$ cat src/rtl/fab_rst_seq_pkg.sv
// Shared types and sizing helpers for the fabric reset sequencer.
// The state encoding is visible on the STATE port, so it is fixed here.
package fab_rst_seq_pkg;

    typedef enum logic [2:0] {
        ST_WAIT_LOCK  = 3'd0,
        ST_HOLD       = 3'd1,
        ST_WAIT_READY = 3'd2,
        ST_RUN        = 3'd3,
        ST_FAULT      = 3'd4
    } state_t;

    localparam int RETRY_W = 2;

    // One counter serves all three intervals, so it is sized by the largest one.
    function automatic int cnt_width(input int a, input int b, input int c);
        int m;
        m = a;
        if (b > m) m = b;
        if (c > m) m = c;
        return (m < 2) ? 1 : $clog2(m);
    endfunction

endpackage

$ cat src/rtl/fab_sync2.sv
// Two-flop synchronizer for a single asynchronous level.
// Both flops clear on the synchronous reset.
module fab_sync2 (
    input  logic clk,
    input  logic rst,
    input  logic d,
    output logic q
);

    logic meta;

    // NOTE: non-blocking assignments make both flops sample pre-edge values, so this is a true 2-stage shift.
    always_ff @(posedge clk) begin
        if (rst) begin
            meta <= 1'b0;
            q    <= 1'b0;
        end else begin
            meta <= d;
            q    <= meta;
        end
    end

endmodule

$ cat src/rtl/fab_reset_sequencer.sv
// Holds FAB_RESET_N low until the CCC lock is filtered and a hold-off has elapsed.
// It then waits for MSS ready/init done, with bounded retries and a latched fault.
module fab_reset_sequencer
    import fab_rst_seq_pkg::*;
#(
    parameter int LOCK_FILTER   = 16,
    parameter int HOLD_CYCLES   = 200,
    parameter int READY_TIMEOUT = 65535,
    parameter int MAX_RETRY     = 3
) (
    input  logic               CLK_BASE,
    input  logic               RESET,
    input  logic               CCC_LOCK,
    input  logic               MSS_READY,
    input  logic               INIT_DONE,
    input  logic               SOFT_RESET_REQ,
    output logic               FAB_RESET_N,
    output logic               SYS_READY,
    output logic               FAULT,
    output logic [2:0]         STATE,
    output logic [RETRY_W-1:0] RETRY_CNT
);

    localparam int CNT_W = cnt_width(LOCK_FILTER, HOLD_CYCLES, READY_TIMEOUT);

    localparam logic [CNT_W-1:0]   LOCK_LAST   = CNT_W'(LOCK_FILTER - 1);
    localparam logic [CNT_W-1:0]   HOLD_LAST   = CNT_W'(HOLD_CYCLES - 1);
    localparam logic [CNT_W-1:0]   TIMEOUT_LAST = CNT_W'(READY_TIMEOUT - 1);
    localparam logic [RETRY_W-1:0] RETRY_LIMIT = RETRY_W'(MAX_RETRY);

    logic lock_s;
    logic ready_s;
    logic done_s;

    state_t             state_q, state_n;
    logic [CNT_W-1:0]   cnt_q, cnt_n;
    logic [RETRY_W-1:0] retry_q, retry_n;

    fab_sync2 u_sync_lock  (.clk(CLK_BASE), .rst(RESET), .d(CCC_LOCK),  .q(lock_s));
    fab_sync2 u_sync_ready (.clk(CLK_BASE), .rst(RESET), .d(MSS_READY), .q(ready_s));
    fab_sync2 u_sync_done  (.clk(CLK_BASE), .rst(RESET), .d(INIT_DONE), .q(done_s));

    always_comb begin
        // NOTE: every variable gets a default first so no path through the case can infer a latch.
        state_n = state_q;
        cnt_n   = cnt_q + 1'b1;
        retry_n = retry_q;

        case (state_q)
            ST_WAIT_LOCK: begin
                if (SOFT_RESET_REQ || !lock_s) begin
                    cnt_n = '0;
                end else if (cnt_q == LOCK_LAST) begin
                    state_n = ST_HOLD;
                end
            end
            ST_HOLD: begin
                if (SOFT_RESET_REQ || !lock_s) begin
                    state_n = ST_WAIT_LOCK;
                end else if (cnt_q == HOLD_LAST) begin
                    state_n = ST_WAIT_READY;
                end
            end
            ST_WAIT_READY: begin
                // Readiness beats lock loss, which beats the timeout.
                if (SOFT_RESET_REQ) begin
                    state_n = ST_WAIT_LOCK;
                end else if (ready_s && done_s) begin
                    state_n = ST_RUN;
                    retry_n = '0;
                end else if (!lock_s) begin
                    state_n = ST_WAIT_LOCK;
                end else if (cnt_q == TIMEOUT_LAST) begin
                    if (retry_q == RETRY_LIMIT) begin
                        state_n = ST_FAULT;
                    end else begin
                        state_n = ST_WAIT_LOCK;
                        retry_n = retry_q + 1'b1;
                    end
                end
            end
            ST_RUN: begin
                cnt_n = '0;
                if (SOFT_RESET_REQ || !lock_s) begin
                    state_n = ST_WAIT_LOCK;
                end
            end
            ST_FAULT: begin
                cnt_n = '0;
                if (SOFT_RESET_REQ) begin
                    state_n = ST_WAIT_LOCK;
                    retry_n = '0;
                end
            end
            default: begin
                state_n = ST_WAIT_LOCK;
                cnt_n   = '0;
            end
        endcase

        if (state_n != state_q) begin
            cnt_n = '0;
        end
    end

    // Outputs are decoded from the next state so they change with STATE, not a cycle later.
    always_ff @(posedge CLK_BASE) begin
        if (RESET) begin
            state_q     <= ST_WAIT_LOCK;
            cnt_q       <= '0;
            retry_q     <= '0;
            FAB_RESET_N <= 1'b0;
            SYS_READY   <= 1'b0;
            FAULT       <= 1'b0;
        end else begin
            state_q     <= state_n;
            cnt_q       <= cnt_n;
            retry_q     <= retry_n;
            FAB_RESET_N <= (state_n == ST_WAIT_READY) || (state_n == ST_RUN);
            SYS_READY   <= (state_n == ST_RUN);
            FAULT       <= (state_n == ST_FAULT);
        end
    end

    assign STATE     = state_q;
    assign RETRY_CNT = retry_q;

endmodule

$ cat config.mk
export PLATFORM = sky130hd
export DESIGN_NAME = fab_reset_sequencer
export DESIGN_NICKNAME = d
export VERILOG_FILES = /design/src/rtl/fab_rst_seq_pkg.sv /design/src/rtl/fab_sync2.sv /design/src/rtl/fab_reset_sequencer.sv
export SDC_FILE = /design/constraint.sdc
export NUM_CORES = 1
export LEC_CHECK = 0
export ABC_CLOCK_PERIOD_IN_PS = 2800
export CORE_UTILIZATION = 49
export CTS_CLUSTER_DIAMETER = 100
export DETAILED_ROUTE_END_ITERATION = 16
export PLACE_DENSITY = 0.66
export SETUP_SLACK_MARGIN = 0.5
export SYNTH_ARGS = -nofsm -noshare
export SYNTH_HDL_FRONTEND = slang
export SYNTH_SLANG_ARGS = --single-unit
$ cat constraint.sdc
create_clock -name CLK_BASE -period 2.8 [get_ports CLK_BASE]
set_input_delay 0.42 -clock CLK_BASE [delete_from_list [all_inputs] [get_ports CLK_BASE]]
set_output_delay 0.42 -clock CLK_BASE [all_outputs]
set_load 0.03 [all_outputs]
Word level (Yosys, flattened, before mapping)
Cells that the tools add are included.
{"block": "totals", "regBits": 30, "inputBits": 6, "output_inout_bits": 8, "wordCells": 61}
{"block": "classes", "addsub": 2, "n_eq_ne": 17, "n_mux": 21, "n_reduce_logical": 9}
{"cell": "two-way mux 3 bit", "count": 11}
{"cell": "one-hot mux 16 bit (2 select lines)", "count": 1}
{"cell": "adder 16 x 1 -> 16 bit, second input constant", "count": 1}
{"cell": "equality test 16 bit, second input constant", "count": 1}
{"cell": "equality test 16 x 4 -> 1 bit, second input constant", "count": 1}
{"cell": "equality test 16 x 8 -> 1 bit, second input constant", "count": 1}
{"cell": "two-way mux 16 bit", "count": 1}
{"cell": "one-hot mux 3 bit (5 select lines)", "count": 1}
{"cell": "equality test 3 x 2 -> 1 bit, second input constant", "count": 4}
{"cell": "two-way mux 2 bit", "count": 6}
{"cell": "equality test 3 bit, second input constant", "count": 2}
{"cell": "!= test 3 bit, second input constant", "count": 2}
{"cell": "AND reduction 6 bit", "count": 1}
{"cell": "!= test 2 bit, second input constant", "count": 2}
{"cell": "one-hot mux 2 bit (2 select lines)", "count": 1}
{"cell": "OR reduction 2 bit", "count": 2}
{"cell": "equality test 3 x 1 -> 1 bit, second input constant", "count": 1}
{"cell": "logical NOT 3 bit", "count": 1}
{"cell": "!= test 3 x 2 -> 1 bit, second input constant", "count": 1}
{"cell": "!= test 3 bit", "count": 1}
{"cell": "adder 2 x 1 -> 2 bit, second input constant", "count": 1}
{"cell": "equality test 2 bit, second input constant", "count": 1}
{"cell": "logical OR 1 bit", "count": 2}
{"cell": "nonzero test 2 bit", "count": 1}
{"cell": "other kinds (2)", "count": 2}

Longest topological paths before layout
Gate-level depths: netlist of the first run.
{"block": "logic_depth", "word_depth": 9, "depth_mapped": 8, "mapped_depth_nobuf": 6}

Modules after synthesis
A second synthesis of the first run with hierarchy kept.
{"block": "unflattened", "hier_cells": 154, "hier_area_um2": 1361.3}
{"module": "fab_reset_sequencer", "n_inst": 1, "cells_each": 142, "area_per_inst_um2": 1203.7, "seq_area_each_um2": 480.5}
{"module": "fab_sync2", "n_inst": 3, "cells_each": 4, "area_per_inst_um2": 52.6, "seq_area_each_um2": 40.0}

Worst setup path after synthesis of the first run
Ideal clock, no wire load.
{"block": "synth_path", "path_kind": "flip-flop to flip-flop", "startpoint": "reg cnt_q[0]", "endpoint": "reg cnt_q[13]", "setup_ns": 0.132, "t_arrival_ns": 1.921, "t_required_ns": 2.668, "path_slack_ns": 0.747, "stages_incl_launch_ff": 9, "n_path_buf": 2, "period_less_slack_ns": 2.053, "cell_sequence": "dfxtp_1 -> ha_1 -> clkbuf_1 -> and3_2 -> nand4_1 -> o21a_1 -> a2bb2oi_1 -> buf_2 -> nor3_1"}
{"block": "synth_between", "elab_chain_cells": 8, "elab_cells_between_ends": 17, "classes_between": "add/sub (1); eq/ne (4); mux (11); reduce/logical (1)"}
{"item": "start: declaration", "line_no": "fab_reset_sequencer.sv:36", "rtl": "logic [CNT_W-1:0] cnt_q, cnt_n;"}
{"item": "start signal: assignment", "line_no": "fab_reset_sequencer.sv:117", "rtl": "cnt_q <= cnt_n;"}
{"item": "equality test 16 bit", "line_no": "fab_reset_sequencer.sv:73", "rtl": "end else if (cnt_q == TIMEOUT_LAST) begin"}
{"item": "two-way mux 3 bit", "line_no": "fab_reset_sequencer.sv:73"}
{"item": "two-way mux 3 bit", "line_no": "fab_reset_sequencer.sv:71", "rtl": "end else if (!lock_s) begin"}
{"item": "two-way mux 3 bit", "line_no": "fab_reset_sequencer.sv:68", "rtl": "end else if (ready_s && done_s) begin"}
{"item": "two-way mux 3 bit", "line_no": "fab_reset_sequencer.sv:66", "rtl": "if (SOFT_RESET_REQ) begin"}
{"item": "one-hot mux 3 bit (5 select lines)", "line_no": "fab_reset_sequencer.sv:49", "rtl": "case (state_q)"}
{"item": "!= test 3 bit", "line_no": "fab_reset_sequencer.sv:101", "rtl": "if (state_n != state_q) begin"}
{"item": "OR reduction 2 bit (no line)"}
Several ways; a longest one is shown, not always the timed one.
A chain may end at the register's enable or synchronous reset.

Final worst setup path of the first run
{"block": "layout_path", "startpoint": "reg cnt_q[7]", "endpoint": "reg retry_q[1] (netlist: RETRY_CNT[1])"}
{"block": "layout_between", "elab_chain_cells": 3}
{"item": "equality test 16 bit", "line_no": "fab_reset_sequencer.sv:73"}
{"item": "!= test 3 bit (no line)"}
{"item": "AND reduction 6 bit (no line)"}
{"item": "end signal: assignment", "line_no": "fab_reset_sequencer.sv:118", "rtl": "retry_q <= retry_n;"}
{"item": "end: declaration", "line_no": "fab_reset_sequencer.sv:37", "rtl": "logic [RETRY_W-1:0] retry_q, retry_n;"}
No other way between the ends.

==> results.json, run 1 <==
{
  "outcome": "finished clean",
  "synth_mux_area_share_pct": 0,
  "crit_path_top_delay_cell": "dfxtp_1",
  "post_cts_buffers": 0,
  "coreArea_mm2": 0.002734,
  "area_growth_pct": 14.76,
  "fillers": 262,
  "crit_chain": "nand4_2 > or3_4 > or3_1 > or4b_1 > o21ai_0",
  "finalNonFillerCells": 208,
  "synth_edf_count": 0,
  "power_mw": 0.7236,
  "cp-startpoint": "cnt_q[7]",
  "drv_slew": 0,
  "synthCells": 161,
  "max_slew_margin_pct": 60.69,
  "die_h_um": 55.43,
  "synth_xor_area_share_pct": 8.766,
  "rsz0062_at_grt": "false",
  "cts_buffers": 5,
  "ys_seq_area_share_pct": 42.93,
  "port_buffers": 13,
  "synth_top_family_by_area": "simple AND/OR/NAND/NOR gates",
  "ir_worst_vdd_mv": 0.3283,
  "syn_avg_cell_area_um2": 8.688,
  "async_reset_ff_share_pct": 0,
  "placementRows": 19,
  "fmax_mhz": 463.8,
  "grt_pass1_vias": 1116,
  "setup.worst_path.end_class": "flop",
  "clockBufferDepth": 2,
  "synth_compound_area_share_pct": 8.676,
  "grt_overflow": 0,
  "hpwl_um": 2021,
  "die_area_mm2": 0.003072,
  "start_util_pct": 51.17,
  "postRouteAntennaNets": 0,
  "netlist_area_mm2": 0.001399,
  "ys_ff_latch": 30,
  "ys_types": 37,
  "place_congestion": 0.8176,
  "synth_top_area_cell": "dfxtp_1",
  "worstSetupPathType": "reg2reg",
  "setup_viol": 0,
  "viasPerCell": 5.707,
  "detail_route.wl_per_cell_um": 13.40,
  "drt_iter0_drc": 23,
  "yosysWarnings": 0,
  "final_util_pct": 58.72,
  "drtPass1Iterations": 4,
  "ioPinCount": 14,
  "drt_drc_violations_left": 0,
  "post-synth-top-area-fraction_pct": 42.93,
  "fin_skew_ns": 0.007879,
  "r2r_slack_ns": 0.64,
  "layout-drive-gt1-share_pct": 7.345,
  "maxCapViolCount": 0,
  "critical_path_arrival_ns": 2.41,
  "grt.total_usage_pct": 20.74,
  "tightest_slew_ns": 0.5878,
  "reg2reg_depth": 5,
  "p_leak_nw": 0.5351,
  "dp_cells": 200,
  "slowest_delay_ns": 0.49,
  "path_max_fanout": 6,
  "routed_wl_um": 2788,
  "cts_tree": "done",
  "n_antenna_cell": 0,
  "synthAdderAreaFrac_pct": 2.683,
  "synth_ff_type": "dfxtp_1",
  "htreeDepth": 2,
  "vias": 1187,
  "synthTopCellsByArea": "dfxtp_1 (43%), nor3_1 (7.2%), xnor2_1 (5.6%), nor2b_1 (3.6%), nand2_1 (3.5%)",
  "yosys.area_share.simple_pct": 34.17,
  "hold_viol_final": 0,
  "cts_sinks": 30,
  "grt_pass1_wl_um": 5016,
  "die_width_um": 55.43,
  "holdWs_ns": 0.4395,
  "endpoint": "RETRY_CNT[1]",
  "fin_nets": 185,
  "mappedNetlistNets": 170,
  "startpoint_type": "flop",
  "period_needed_ns": 2.156,
  "regToRegEndpoint": "RETRY_CNT[1]",
  "powerDensity_mw_per_mm2": 450.8,
  "clk_pin_slew_ns": 0.10,
  "worstPathRequired_ns": 3.06,
  "fin_crit_sh_pct": 77.01,
  "r2r_start": "cnt_q[7]",
  "final.setup.tns_ns": 0,
  "grt_max_degree": 19,
  "post_cts_resized": 0,
  "hp-class": "reg2reg",
  "antenna_found_initial": 0,
  "cts_root_buf": "clkbuf_4",
  "clk_latency_ns": 0.32,
  "ctsHoldBuffers": 0
}
cells in the mapped netlist, types with 3 or more instances:
| cell | instances |
|---|---|
| a21oi_1 | 7 |
| and3_1 | 3 |
| clkbuf_1 | 3 |
| dfxtp_1 | 30 |
| ha_1 | 3 |
| nand2_1 | 13 |
| nand3_1 | 8 |
| nand4_1 | 6 |
| nor2_1 | 12 |
| nor2b_1 | 8 |
| nor3_1 | 20 |
| nor4_1 | 3 |
| xnor2_1 | 9 |
| xor2_1 | 5 |
metrics by stage:
step,cell area (um^2),setup slack [ns]
3_5_place_dp,1544,0.5546
3_3_place_gp,1544,0.6532
4_1_cts,1604,0.5947
6_report,1605,0.6438
2_1_floorplan,1399,0.7467
5_1_grt,1605,0.5176
cell type report:
class                      instances  area [um^2]  area share, %
multi-input combinational        123        760.7          47.39
sequential                        30        600.6          37.41
timing repair buffer              14        137.6          8.574
clock buffer                       7        55.05          3.429
tap                               31        38.79          2.416
inverter                           2        7.507         0.4677
clock inverter                     1        5.005         0.3118
power breakdown:
part	internal, mW	leakage, nW	switching [mW]
combinational	0.0123	0.257	0.0142
clock	0.122	0.0353	0.143
sequential	0.431	0.243	0.00236
total	0.564	0.535	0.159
worst max-delay path: cells and delay by family, from the launching register on:
family | cells | cell delay, ns
AO/OA/AOI/OAI | 1 | 0.08
flip-flops | 1 | 0.49
AND/OR/NAND/NOR | 4 | 1.52
routing by layer:
layer | vias up | global-route usage (%) | part of all wire (%)
li1 | 607 | - | -
met1 | 553 | 28.61 | 51
met2 | 20 | 30.29 | 44
met3 | 7 | 5.621 | 3.2
met4 | 0 | 9.286 | 1.6
met5 | - | 0 | 0
sequential cells by signal, indices dropped and copies added, names as in the netlist:
register	count
FAULT	1
FAB_RESET_N	1
u_sync_done.q	1
u_sync_ready.meta	1
RETRY_CNT	2
u_sync_done.meta	1
u_sync_lock.q	1
STATE	3
u_sync_ready.q	1
u_sync_lock.meta	1
cnt_q	16
SYS_READY	1
logic make-up (layout without fill, tap and decap cells):
kind of cell / Yosys count / in the layout
AO/OA/AOI/OAI: 19 / 19
buffers and inverters: 8 / 24
flip-flops: 30 / 30
AND/OR/NAND/NOR: 87 / 87
adder cells (fa/ha/maj): 3 / 3
XOR/XNOR: 14 / 14
placed cells by master, fill, tap and decap left out, types with 5 or more instances in the layout:
| master | Yosys | layout |
|---|---|---|
| nand4_1 | 6 | 6 |
| clkdlybuf4s50_1 | 0 | 13 |
| nand3_1 | 8 | 8 |
| xor2_1 | 5 | 5 |
| clkbuf_4 | 1 | 5 |
| nor2_1 | 12 | 12 |
| nand2_1 | 13 | 13 |
| xnor2_1 | 9 | 9 |
| nor2b_1 | 8 | 8 |
| nor3_1 | 20 | 20 |
| dfxtp_1 | 30 | 30 |
| a21oi_1 | 7 | 7 |
worst min-delay path by stage:
stage                     depth (start not counted)        endpoint         startpoint
after floorplan                                   1   u_sync_done.q   u_sync_done.meta
after CTS                                         1  u_sync_ready.q  u_sync_ready.meta
after global placement                            1   u_sync_lock.q   u_sync_lock.meta
final                                             1  u_sync_ready.q  u_sync_ready.meta
after detailed placement                          1  u_sync_ready.q  u_sync_ready.meta
after global routing                              1   u_sync_lock.q   u_sync_lock.meta
Power figures use the tool's default switching activity.
==> run 2: changes to the inputs <==
--- a/config.mk
+++ b/config.mk
@@ -5,7 +5,7 @@
 export SDC_FILE = /design/constraint.sdc
 export NUM_CORES = 1
 export LEC_CHECK = 0
-export ABC_CLOCK_PERIOD_IN_PS = 2800
+export ABC_CLOCK_PERIOD_IN_PS = 2210
 export CORE_UTILIZATION = 49
 export CTS_CLUSTER_DIAMETER = 100
 export DETAILED_ROUTE_END_ITERATION = 16
==> constraint.sdc (replaced) <==
create_clock -name CLK_BASE -period 2.21 [get_ports CLK_BASE]
set_input_delay 0.3315 -clock CLK_BASE [delete_from_list [all_inputs] [get_ports CLK_BASE]]
set_output_delay 0.3315 -clock CLK_BASE [all_outputs]
set_load 0.03 [all_outputs]
==> run 2 against run 1 <==
Final cell count is 13% higher. Critical endpoint unchanged. Clock skew about the same. Worst setup slack got worse by 0.24 ns. Highest routed layer unchanged. Total power is 42% higher. Hold slack improved by 0.0035 ns. Global-route usage up 1.4 points. Clock power up 66%. Non-clock buffer count rose by 26.
==> results.json, run 2 (synthesis gave the netlist of run 1 again) <==
{
  "outcome": "finished clean",
  "routed_wl_um": 3447,
  "finalNonFillerCells": 234,
  "max_slew_margin_pct": 75.01,
  "die_h_um": 55.43,
  "ir_worst_vdd_mv": 0.5310,
  "grt_pass1_wl_um": 5278,
  "layout_commonest_cell": "buf_4",
  "port_buffers": 13,
  "grt_overflow": 0,
  "area_growth_pct": 46.15,
  "hp-class": "reg2reg",
  "worstSetupPathType": "reg2reg",
  "clk_pin_slew_ns": 0.10,
  "rsz0062_at_grt": "true",
  "layout-drive-gt1-share_pct": 37.44,
  "setup_slack_ns": 0.4060,
  "crit_path_top_delay_cell": "or4b_1",
  "cts_sinks": 30,
  "crit_chain": "nand4_4 > or3_4 > or3_4 > or4b_1 > o21ai_1",
  "die_width_um": 55.43,
  "drv_slew": 0,
  "critPathTopFamily": "simple AND/OR/NAND/NOR gates",
  "final.setup.tns_ns": 0,
  "slowest_delay_ns": 0.46,
  "maxCapViolCount": 0,
  "start_util_pct": 51.17,
  "detail_route.wl_per_cell_um": 14.73,
  "crit_buf_inv": 0,
  "setup_viol": 0,
  "path_max_fanout": 4,
  "drtPass1Iterations": 4,
  "final_util_pct": 74.78,
  "placed_area_mm2": 0.001612,
  "clk_latency_ns": 0.34,
  "dp_cells": 202,
  "fin_nets": 211,
  "ctsHoldBuffers": 0,
  "startpoint_type": "flop",
  "fin_crit_sh_pct": 81.63,
  "power_mw": 1.024,
  "cts_root_buf": "clkbuf_4",
  "place_congestion": 0.8034,
  "p_leak_nw": 0.7991,
  "clockBufferDepth": 2,
  "placementRows": 19,
  "crit_path_frequent_cell": "or3_4",
  "drt_drc_violations_left": 0,
  "holdWs_ns": 0.4429,
  "coreArea_mm2": 0.002734,
  "regMostFlops": "cnt_q",
  "postRouteAntennaNets": 0,
  "drt_iter0_drc": 49,
  "period_needed_ns": 1.804,
  "setup.worst_path.end_class": "flop",
  "hold_viol_final": 0,
  "fmax_mhz": 554.3,
  "grt.total_usage_pct": 22.16,
  "grt_max_degree": 11,
  "hpwl_um": 2079,
  "viasPerCell": 5.718,
  "cts_buffers": 5,
  "fin_area_mm2": 0.002044,
  "ioPinCount": 14,
  "htreeDepth": 2,
  "r2r_slack_ns": 0.41,
  "tightest_slew_ns": 0.3739,
  "critical_path_arrival_ns": 2.08,
  "fin_skew_ns": 0.008076,
  "die_area_mm2": 0.003072,
  "vias": 1338,
  "grt_pass1_vias": 1169,
  "antenna_found_initial": 0,
  "final_cell_mix": "buf_4 (21), nor3_1 (15), dfxtp_1 (14), dfxtp_4 (11), nor2_1 (11)",
  "n_antenna_cell": 0,
  "powerDensity_mw_per_mm2": 500.9,
  "worstPathRequired_ns": 2.48,
  "largest_register_ffs": 16,
  "cts_tree": "done",
  "preCtsSetupSlack_ns": 0.08758
}
run 2: changes by cell type in the layout (fill, tap and decap cells not counted), moves of 3 or more:
cell / before / now
dfxtp_1: 30 / 14
clkdlybuf4s50_1: 13 / 7
dfxtp_4: 0 / 11
ha_1: 3 / 0
dlygate4sd2_1: 0 / 4
buf_4: 1 / 21
nand2_1: 13 / 10
nor3_2: 0 / 4
dfxtp_2: 0 / 5
nor3_1: 20 / 15
buf_6: 0 / 4
run 2: layout make-up:
| class | count | area, um^2 |
|---|---|---|
| clock inverters | 3 | 40.04 |
| multi-input cells | 123 | 899.6 |
| flip-flops and latches | 30 | 648.1 |
| repair buffers | 40 | 372.9 |
| clock buffers | 5 | 37.54 |
| well taps | 31 | 38.79 |
| inverters | 2 | 7.507 |
| fillers | 208 | 689.4 |
run 2: layer usage:
layer  vias up  routed length (um)  track usage, %
li1        661                   -               -
met1       637                1671           28.53
met2        36                1592           34.08
met3         4                 131           7.728
met4         0                  51           8.571
met5         -                   0               0
run 2: power by group:
part           switching [mW]  leakage (nW)  internal [mW]
combinational          0.0233         0.500         0.0268
clock                   0.205        0.0450          0.234
sequential            0.00312         0.254          0.532
run 2: path summary, 6_finish.rpt:
| path | from | to | cells after the start |
|---|---|---|---|
| max | cnt_q[9] | RETRY_CNT[1] | 5 |
| min | u_sync_done.meta | u_sync_done.q | 1 |
| max reg2reg | cnt_q[9] | RETRY_CNT[1] | 5 |
| min reg2reg | u_sync_done.meta | u_sync_done.q | 1 |
run 2: what timing repair did:
| action | in CTS | in global routing |
|---|---|---|
| gates resized for setup | 22 | 30 |
| endpoints found under the setup margin | 25 | 22 |
| buffers inserted | 11 | 13 |
| pin swaps | 2 | 9 |
